==> src/rtl/rabb_fp_pkg.sv <==
// Shared definitions for the Ray-AABB FP datapath: the 11-4 FloPoCo operand layout,
// exception codes, sequencer state encodings and a handful of reference constants.
package rabb_fp_pkg;

  localparam int unsigned FP_W     = 18;
  localparam int unsigned EXN_MSB  = 17;
  localparam int unsigned SIGN     = 15;
  localparam int unsigned EXP_MSB  = 14;
  localparam int unsigned FRAC_MSB = 10;

  localparam logic [1:0] EXN_ZERO   = 2'b00;
  localparam logic [1:0] EXN_NORMAL = 2'b01;
  localparam logic [1:0] EXN_INF    = 2'b10;
  localparam logic [1:0] EXN_NAN    = 2'b11;

  localparam logic [1:0] ST_IDLE_ENC = 2'b00;
  localparam logic [1:0] ST_CMP_ENC  = 2'b01;
  localparam logic [1:0] ST_DONE_ENC = 2'b10;

  typedef enum logic [1:0] {
    StIdle = ST_IDLE_ENC,
    StCmp  = ST_CMP_ENC,
    StDone = ST_DONE_ENC
  } state_e;

  // One compare per step: two for max(tnear), two for min(tfar), one for the overlap test.
  typedef enum logic [2:0] {
    StepNearXy = 3'd0,
    StepNearZ  = 3'd1,
    StepFarXy  = 3'd2,
    StepFarZ   = 3'd3,
    StepHit    = 3'd4
  } step_e;

  localparam logic [FP_W-1:0] FP_ZERO  = 18'h00000;
  localparam logic [FP_W-1:0] FP_HALF  = 18'h13000;
  localparam logic [FP_W-1:0] FP_ONE   = 18'h13800;
  localparam logic [FP_W-1:0] FP_TWO   = 18'h14000;
  localparam logic [FP_W-1:0] FP_THREE = 18'h14400;
  localparam logic [FP_W-1:0] FP_FOUR  = 18'h14800;
  localparam logic [FP_W-1:0] FP_NAN   = 18'h30000;

  function automatic logic is_nan(input logic [FP_W-1:0] v);
    return v[EXN_MSB -: 2] == EXN_NAN;
  endfunction

endpackage

==> src/rtl/slab_interval_sequencer.sv <==
// Reduces per-axis slab times to [t_enter, t_exit] and a hit flag by issuing five
// sequential compares to an external greater-or-equal unit with fixed latency.
module slab_interval_sequencer #(
  parameter int unsigned FP_W        = rabb_fp_pkg::FP_W,
  parameter int unsigned CMP_LATENCY = 3
) (
  input  logic            clk,
  input  logic            rst,
  input  logic            in_valid,
  output logic            in_ready,
  input  logic [FP_W-1:0] tnear_x,
  input  logic [FP_W-1:0] tnear_y,
  input  logic [FP_W-1:0] tnear_z,
  input  logic [FP_W-1:0] tfar_x,
  input  logic [FP_W-1:0] tfar_y,
  input  logic [FP_W-1:0] tfar_z,
  output logic [FP_W-1:0] cmp_a,
  output logic [FP_W-1:0] cmp_b,
  input  logic            cmp_ge,
  output logic            out_valid,
  input  logic            out_ready,
  output logic            hit,
  output logic [FP_W-1:0] t_enter,
  output logic [FP_W-1:0] t_exit
);
  import rabb_fp_pkg::*;

  localparam logic [3:0] CntMax = 4'(CMP_LATENCY);

  state_e          state_q;
  step_e           step_q;
  logic [3:0]      cnt_q;
  logic [FP_W-1:0] tnear_z_q;
  logic [FP_W-1:0] tfar_x_q;
  logic [FP_W-1:0] tfar_y_q;
  logic [FP_W-1:0] tfar_z_q;
  logic [FP_W-1:0] cmp_a_q;
  logic [FP_W-1:0] cmp_b_q;
  logic [FP_W-1:0] t_enter_q;
  logic [FP_W-1:0] t_exit_q;
  logic            hit_q;
  logic            out_valid_q;

  logic            any_nan;
  logic [FP_W-1:0] max_v;
  logic [FP_W-1:0] min_v;

  always_comb begin
    any_nan = is_nan(tnear_x) | is_nan(tnear_y) | is_nan(tnear_z) |
              is_nan(tfar_x)  | is_nan(tfar_y)  | is_nan(tfar_z);
    // Ties keep the first operand for max and the second for min, so equal bounds hit.
    max_v   = cmp_ge ? cmp_a_q : cmp_b_q;
    min_v   = cmp_ge ? cmp_b_q : cmp_a_q;
  end

  always_ff @(posedge clk) begin
    if (rst) begin
      state_q     <= StIdle;
      step_q      <= StepNearXy;
      cnt_q       <= '0;
      tnear_z_q   <= '0;
      tfar_x_q    <= '0;
      tfar_y_q    <= '0;
      tfar_z_q    <= '0;
      cmp_a_q     <= '0;
      cmp_b_q     <= '0;
      t_enter_q   <= '0;
      t_exit_q    <= '0;
      hit_q       <= 1'b0;
      out_valid_q <= 1'b0;
    end else begin
      unique case (state_q)
        StIdle: begin
          if (in_valid) begin
            tnear_z_q <= tnear_z;
            tfar_x_q  <= tfar_x;
            tfar_y_q  <= tfar_y;
            tfar_z_q  <= tfar_z;
            if (any_nan) begin
              // Comparator is never engaged for a NaN bundle; operands keep their values.
              hit_q       <= 1'b0;
              t_enter_q   <= tnear_x;
              t_exit_q    <= tfar_x;
              out_valid_q <= 1'b1;
              state_q     <= StDone;
            end else begin
              cmp_a_q <= tnear_x;
              cmp_b_q <= tnear_y;
              step_q  <= StepNearXy;
              cnt_q   <= '0;
              state_q <= StCmp;
            end
          end
        end

        StCmp: begin
          if (cnt_q != CntMax) begin
            cnt_q <= cnt_q + 4'd1;
          end else begin
            cnt_q <= '0;
            unique case (step_q)
              StepNearXy: begin
                cmp_a_q <= max_v;
                cmp_b_q <= tnear_z_q;
                step_q  <= StepNearZ;
              end
              StepNearZ: begin
                t_enter_q <= max_v;
                cmp_a_q   <= tfar_x_q;
                cmp_b_q   <= tfar_y_q;
                step_q    <= StepFarXy;
              end
              StepFarXy: begin
                cmp_a_q <= min_v;
                cmp_b_q <= tfar_z_q;
                step_q  <= StepFarZ;
              end
              StepFarZ: begin
                t_exit_q <= min_v;
                cmp_a_q  <= min_v;
                cmp_b_q  <= t_enter_q;
                step_q   <= StepHit;
              end
              StepHit: begin
                hit_q       <= cmp_ge;
                out_valid_q <= 1'b1;
                state_q     <= StDone;
              end
              default: state_q <= StIdle;
            endcase
          end
        end

        StDone: begin
          if (out_ready) begin
            out_valid_q <= 1'b0;
            state_q     <= StIdle;
          end
        end

        default: state_q <= StIdle;
      endcase
    end
  end

  assign in_ready  = (state_q == StIdle);
  assign cmp_a     = cmp_a_q;
  assign cmp_b     = cmp_b_q;
  assign out_valid = out_valid_q;
  assign hit       = hit_q;
  assign t_enter   = t_enter_q;
  assign t_exit    = t_exit_q;

endmodule

==> config.mk <==
export PLATFORM = sky130hd
export DESIGN_NAME = slab_interval_sequencer
export DESIGN_NICKNAME = d
export VERILOG_FILES = /design/src/rtl/rabb_fp_pkg.sv /design/src/rtl/slab_interval_sequencer.sv
export SDC_FILE = /design/constraint.sdc
export NUM_CORES = 1
export LEC_CHECK = 0
export BUFFER_PORTS_ARGS = -buffer_cell sky130_fd_sc_hd__buf_2
export CORE_MARGIN = 8
export CORE_UTILIZATION = 58
export DETAILED_ROUTE_END_ITERATION = 6
export PLACE_DENSITY = 0.95
export SYNTH_ARGS = -nofsm -noshare
export SYNTH_HDL_FRONTEND = slang
export SYNTH_SLANG_ARGS = --single-unit
==> constraint.sdc <==
create_clock -name clk -period 3.51 [get_ports clk]
set_input_delay 0.1755 -clock clk [delete_from_list [all_inputs] [get_ports clk]]
set_output_delay 0.1755 -clock clk [all_outputs]
set_load 0.1 [all_outputs]
==> results of run 1 <==
==> what timing repair did <==
action | 4_1_cts | 5_1_grt
resized for setup | 0 | 0
hold buffers | 34 | 0
endpoints found under the hold margin | 34 | 0
==> routing by layer <==
metal | routed length, um | global-route usage (%) | part of all wire, %
met1 | 10700 | 39.3 | 36
met2 | 13200 | 51.1 | 44
met3 | 4320 | 10.4 | 15
met4 | 1490 | 18.1 | 5.0
met5 | 11 | 0 | 0.037
==> logic make-up after synthesis <==
group / Yosys count / share of synthesized area [%]
compound gates: 318 / 28.6
simple gates: 294 / 16.6
flops: 155 / 39.0
buf+inv: 134 / 7.32
mux: 64 / 8.20
xor+xnor: 1 / 0.110
fa+ha+maj: 1 / 0.157
==> worst max-delay path by stage <==
stage,slack (ns),to,cells past startpoint
global placement,1.04,t_enter[4],5
CTS,0.85,t_enter[0],6
global route,0.65,t_enter[0],6
detailed placement,0.96,t_enter[14],5
floorplan,1.06,out_valid,5
finish,0.78,t_enter[0],6
==> sequential cells by signal (all words and copies together), names as in the netlist, 18 cells and up <==
name,count
cmp_a,18
cmp_b,18
t_enter,18
t_exit,18
tfar_x_q,18
tfar_y_q,18
tfar_z_q,18
tnear_z_q,18
==> placed cells by master (no fill, tap or decap), types with 3 or more instances in the layout <==
master and instances:
mux2_2 9, nor2_1 18, nand3_1 30, o221ai_1 26, o2bb2ai_1 9, mux2i_1 55, clkinv_4 4, dfxtp_1 154
nor3_1 35, a22oi_1 4, buf_4 23, o21ai_0 30, inv_1 38, dlygate4sd3_1 34, a221oi_2 12, a221oi_1 23
o21bai_1 8, nand4_1 3, clkinv_2 6, a22o_1 12, a21oi_1 116, nand2_1 173, bufinv_16 3, or2_2 8
and3_1 3, a32oi_1 17, nor2b_1 4, o211ai_1 17, clkbuf_16 17, buf_2 186, or3_1 3, a211oi_1 27
==> worst register-to-register path, delay by kind of cell, from the launching register on <==
kind / cells / cell delay, ns
adders and majority gates: 1 / 0.22
AOI/OAI and AO/OA: 2 / 0.86
DFF: 1 / 0.37
and+or+nand+nor: 2 / 1.02
==> per-stage QoR <==
stage	utilization, %	hold WS (ns)	total power [mW]	instance area (um2)
finish	73.7	0.00430	5.06	9800
global route	73.7	0.00964	5.19	9800
CTS	73.7	0.000413	5.02	9800
detailed placement	66.6	0.422	3.12	8860
global placement	66.6	0.419	3.10	8860
floorplan	-	0.311	2.85	7950
==> power by group <==
| group | switching, mW | internal [mW] |
|---|---|---|
| registers | 0.106 | 1.88 |
| clock network | 0.782 | 1.12 |
| logic | 0.870 | 0.297 |
==> area by class of cell <==
type                            instances  area [um2]  share of cell area (%)
Clock inverter                         15         173                    1.76
Tap cell                              176         220                    2.25
Inverter                               38         143                    1.46
Timing Repair Buffer                  243        1440                    14.7
Multi-Input combinational cell        678        4290                    43.7
Sequential cell                       155        3100                    31.7
Clock buffer                           17         425                    4.34
Antenna cell                            1        2.50                  0.0255
==> impl_metrics.json, run 1 <==
{
  "holdCritPathClass": "primary input to flip-flop",
  "track_usage_pct": 32.8,
  "maxSlewViolCount": 0,
  "required_ns": 3.84,
  "cts_max_path_buffers": 2,
  "rsz0062_at_grt": "no",
  "async_flop_share_pct": 0,
  "tritoncts": "built",
  "cap_violations": 0,
  "grt_start_max_net_pins": 74,
  "synth_common_cells": "nand2_1 (173), dfxtp_1 (155), a21oi_1 (116)",
  "cts_root_buf": "clkbuf_16",
  "antenna_found_initial": 2,
  "finalNetCount": 1247,
  "routedWlPerCell_um": 22.5,
  "clk_pin_slew_ns": 0.06,
  "rows": 42,
  "dr.pass1.iters": 7,
  "syn-cell-area_um2": 7950,
  "final_cells": 1323,
  "hold_path_depth": 3,
  "max_freq_mhz": 366,
  "min_from": "tfar_y[4]",
  "numPlacedInstances": 1256,
  "finalHoldViolCount": 0,
  "crit_buf_inv": 2,
  "dr_total_vias": 8910,
  "cts.sinks": 155,
  "synth_edf_count": 0,
  "cellLeakagePower_nw": 3.81,
  "max_stage_delay_ns": 1.17,
  "grt_pass1_wl_um": 46700,
  "synth_top_cell_by_area": "dfxtp_1",
  "synth_cells": 967,
  "worstReg2RegEnd": "cmp_a[7]",
  "ir_worst_vdd_mv": 0.437,
  "timing.final.crit_share_pct": 77.8,
  "syn_to_final_growth_pct": 23.3,
  "portBuffers": 187,
  "grt_pass1_vias": 8558,
  "worstSkewPairLatency_ns": 0.44,
  "drtIter0Drc": 1385,
  "die_y_um": 133,
  "start_kind": "primary input",
  "htree_levels": 4,
  "criticalPathCategory": "primary input to flip-flop",
  "ys_types": 58,
  "r2r_cells": 5,
  "crit_arrival_ns": 3.06,
  "worst_slack_ns": 0.779,
  "pre_cts_slack_ns": 0.958,
  "synth_nets": 1081,
  "crit_start": "tnear_z[17]",
  "synth_top_area_share_pct": 39.0,
  "crit_chain": "dlygate4sd3_1, buf_2, a22o_1, o31ai_4, nand2_2, a211oi_1",
  "worstMarginPinSlew_ns": 1.40,
  "r2r-start": "cnt_q[0]",
  "avgSynthCellArea_um2": 8.22,
  "slowest_stage": "o31ai_4",
  "cts_made_buffers": 17,
  "worstHoldEndpoint": "tfar_y_q[4]",
  "globalRouteOverflowTotal": 0,
  "power_density_nw_per_um2": 516,
  "crit_path_max_fanout": 27,
  "skew_ns": 0.00981,
  "io_pins": 188,
  "die-area_um2": 17700,
  "slew_headroom_pct": 6.70,
  "fin_tns_setup_ns": 0,
  "core_um2": 13300,
  "post_cts_buffers": 0,
  "hpwl_um": 19200,
  "yosys_warnings": 0,
  "drc": 0,
  "ff2ff_setup_slack_ns": 0.88,
  "fp.dieW_um": 133,
  "fill_cells": 901,
  "synth-seq-area-share_pct": 39.0,
  "initial_core_util_pct": 59.8,
  "viasPerCell": 6.73,
  "synth_area_leaders": "dfxtp_1 (39%), nand2_1 (8.2%), a21oi_1 (7.3%), mux2i_1 (6.9%), clkbuf_1 (2.9%)",
  "status": "completed",
  "crit_family": "compound AO/OA/AOI/OAI gates",
  "ant_nets": 0,
  "drt_wl_total_um": 29700,
  "worstSetupEndpointType": "flip-flop",
  "min_period_ns": 2.73,
  "drive_gt1_share_pct": 25.0,
  "finalSetupViolCount": 0,
  "synth_most_common_cell": "nand2_1",
  "ys.flop_type": "dfxtp_1",
  "ys_ff_latch": 155,
  "gp_congestion": 0.915
}
No activity file was read; power rests on OpenSTA's default activity.
==> inputs of run 2 (changes only) <==
- ABC_AREA: default -> 1
- CORE_UTILIZATION: 58 -> 49
- PLACE_DENSITY: 0.95 -> 0.88
- clock period: 3.51 -> 2.3 ns (I/O delays scaled with it)
==> run 2 against run 1 <==
Against the previous run: cell count is 34% higher; global-route usage is 5.3 points lower; clock power increased by 54%; worst setup slack worse by 0.53 ns; via count is 8.1% higher; non-clock buffer count up 30; count of clock-buffer cells in the layout increased by 8; core utilization down 10 points; register-to-register slack got worse by 0.63 ns; combinational power rose to 5.2 times the previous value; first-iteration DRC count stayed put; sequential cell count unchanged; critical endpoint is now t_enter[6].
==> impl_metrics.json, run 2 <==
{
  "synth_top_family_by_area": "simple AND/OR/NAND/NOR gates",
  "start_kind": "flip-flop",
  "worstMarginPinSlew_ns": 0.963,
  "grt.busiest_layer": "met2",
  "finalNetCount": 1656,
  "fin_util_pct": 63.6,
  "crit_buf_inv": 2,
  "yosys_warnings": 0,
  "drive_gt1_share_pct": 16.7,
  "drc": 0,
  "synth_common_cells": "nand2_1 (413), nor2_1 (267), dfxtp_1 (155)",
  "slowest_stage": "dfxtp_1",
  "max_freq_mhz": 488,
  "dr.pass1.iters": 6,
  "cts_max_path_buffers": 2,
  "globalRouteOverflowTotal": 0,
  "synth-compound-area-share_pct": 12.9,
  "layout_commonest_cell": "nand2_1",
  "final_area_um2": 10400,
  "final_cells": 1776,
  "hpwl_um": 19800,
  "cts_root_buf": "clkbuf_16",
  "tritoncts": "built",
  "yosys.area_share.simple_pct": 38.5,
  "worstSkewPairLatency_ns": 0.43,
  "finalHoldViolCount": 0,
  "die-area_um2": 21000,
  "ant_nets": 0,
  "grt_use_met1_pct": 33.6,
  "maxSlewViolCount": 0,
  "status": "completed",
  "synth_edf_count": 0,
  "worstSetupEndpointType": "flip-flop",
  "routedWlPerCell_um": 16.4,
  "grt_pass1_vias": 8836,
  "cts.repair.resized": 0,
  "min_period_ns": 2.05,
  "met2_usage_pct": 44.6,
  "fill_cells": 1424,
  "holdCritPathClass": "primary input to flip-flop",
  "criticalPathCategory": "flip-flop to flip-flop",
  "cts.sinks": 155,
  "crit_start": "step_q[0]",
  "grt_start_max_net_pins": 94,
  "slew_headroom_pct": 35.8,
  "crit_family": "simple AND/OR/NAND/NOR gates",
  "cp_num_cells": 9,
  "initial_core_util_pct": 49.6,
  "grt_pass1_wl_um": 44800,
  "crit_arrival_ns": 2.41,
  "worstReg2RegEnd": "t_enter[6]",
  "dpl-instance-area_um2": 9170,
  "r2r-start": "step_q[0]",
  "die_y_um": 145,
  "synth_top_cell_by_area": "dfxtp_1",
  "avgSynthCellArea_um2": 6.09,
  "synth_mux_area_share_pct": 0,
  "ys_types": 27,
  "crit_path_max_fanout": 36,
  "antenna_found_initial": 1,
  "endpoint": "t_enter[6]",
  "max_stage_delay_ns": 0.49,
  "syn_to_final_growth_pct": 28.4,
  "skew_ns": 0.0127,
  "cellLeakagePower_nw": 5.30,
  "crit_chain": "inv_2, nor2_4, nand2_1, o21ai_1, nand3_2, buf_12, nand2_1, nand2_1, nor2_1",
  "syn-cell-area_um2": 8130,
  "synthAdderAreaFrac_pct": 0.154,
  "portBuffers": 187,
  "min_from": "tfar_z[8]",
  "io_pins": 188,
  "r2r_cells": 9,
  "ir_worst_vdd_mv": 0.617,
  "synth_nets": 1450,
  "finalSetupViolCount": 0,
  "gp_congestion": 0.897,
  "timing.final.crit_share_pct": 89.2,
  "rows": 47,
  "clk_pin_slew_ns": 0.06,
  "htree_levels": 4,
  "fp.dieW_um": 145,
  "synth-seq-area-share_pct": 38.2,
  "drtIter0Drc": 1385,
  "numPlacedInstances": 1678,
  "synth_most_common_cell": "nand2_1",
  "viasPerCell": 5.42,
  "final_cell_mix": "nand2_1 (413), nor2_1 (266), buf_2 (187)",
  "cap_violations": 0,
  "synth-xor-area-share_pct": 0.108,
  "grt.met3_usage_pct": 6.27,
  "dr_total_vias": 9634,
  "ff2ff_setup_slack_ns": 0.25,
  "drt_wl_total_um": 29000,
  "synth_area_leaders": "dfxtp_1 (38%), nand2_1 (19%), nor2_1 (12%), o21ai_0 (8.3%), inv_1 (4.9%)",
  "ys_ff_latch": 155,
  "track_usage_pct": 27.5,
  "synth_cells": 1336,
  "cp_common_cell": "nand2_1",
  "async_flop_share_pct": 0,
  "rsz0062_at_grt": "no",
  "core_um2": 16400,
  "cts_made_buffers": 17,
  "ys.flop_type": "dfxtp_1",
  "synth_top_area_share_pct": 38.2,
  "fin_tns_setup_ns": 0,
  "required_ns": 2.66,
  "power_density_nw_per_um2": 1210
}
## run 2: stage by stage
| stage | hold slack, ns | power [mW] | setup slack (ns) |
|---|---|---|---|
| 3_3_place_gp | 0.337 | 9.49 | 0.473 |
| 3_5_place_dp | 0.339 | 9.58 | 0.348 |
| 5_1_grt | 0.0277 | 13.3 | 0.0634 |
| 4_1_cts | 0.00139 | 12.6 | 0.306 |
| 6_report | 0.0132 | 12.7 | 0.249 |
| 2_1_floorplan | 0.184 | 8.32 | 0.395 |
## run 2: layout make-up
cell class              count  area [um2]  area share, %
clock inverters             7         110           1.05
repair buffers            273        1810           17.3
diodes                      1        2.50         0.0240
well taps                 220         275           2.64
clock buffers              25         505           4.84
flip-flops and latches    155        3100           29.7
inverters                 114         429           4.11
multi-input cells         981        4210           40.3
## run 2: cells by family (layout without fill, tap and decap cells)
family | Yosys count | count (layout)
buffers and inverters | 200 | 419
xor gates and xnor gates | 1 | 1
DFF | 155 | 155
other | 0 | 1
AOI/OAI and AO/OA | 201 | 201
and+or+nand+nor | 778 | 778
adders and majority gates | 1 | 1
## run 2: worst min-delay path by stage
| stage | to | cells after the start | slack (ns) |
|---|---|---|---|
| 3_5_place_dp | tfar_z_q[1] | 3 | 0.34 |
| 2_1_floorplan | cnt_q[3] | 1 | 0.18 |
| 5_1_grt | tfar_z_q[8] | 3 | 0.03 |
| 6_report | tfar_z_q[8] | 3 | 0.01 |
| 3_3_place_gp | tnear_z_q[15] | 3 | 0.34 |
| 4_1_cts | tfar_z_q[8] | 3 | 0.001 |
## run 2: per-layer routing
metal | part of all wire (%) | wire, um
met5 | 0 | 0
met4 | 4.1 | 1200
met2 | 46 | 13300
met1 | 38 | 11100
met3 | 12 | 3430
## run 2: worst reg2reg max path, delay by kind of cell (launching register included)
family / cells / cell delay, ns
AND/OR/NAND/NOR: 6 / 0.87
flip-flops: 1 / 0.49
buffers and inverters: 2 / 0.35
AO/OA/AOI/OAI: 1 / 0.27
## run 2: power by group
part	internal (mW)	switching, mW
Sequential	3.26	0.425
Clock	1.85	1.09
Combinational	1.27	4.80
## run 2: repair_timing
item / CTS / global route
hold buffers: 64 / 1
setup buffers: 0 / 0
hold endpoints to repair: 64 / 1
endpoints found under the setup margin: 0 / 0
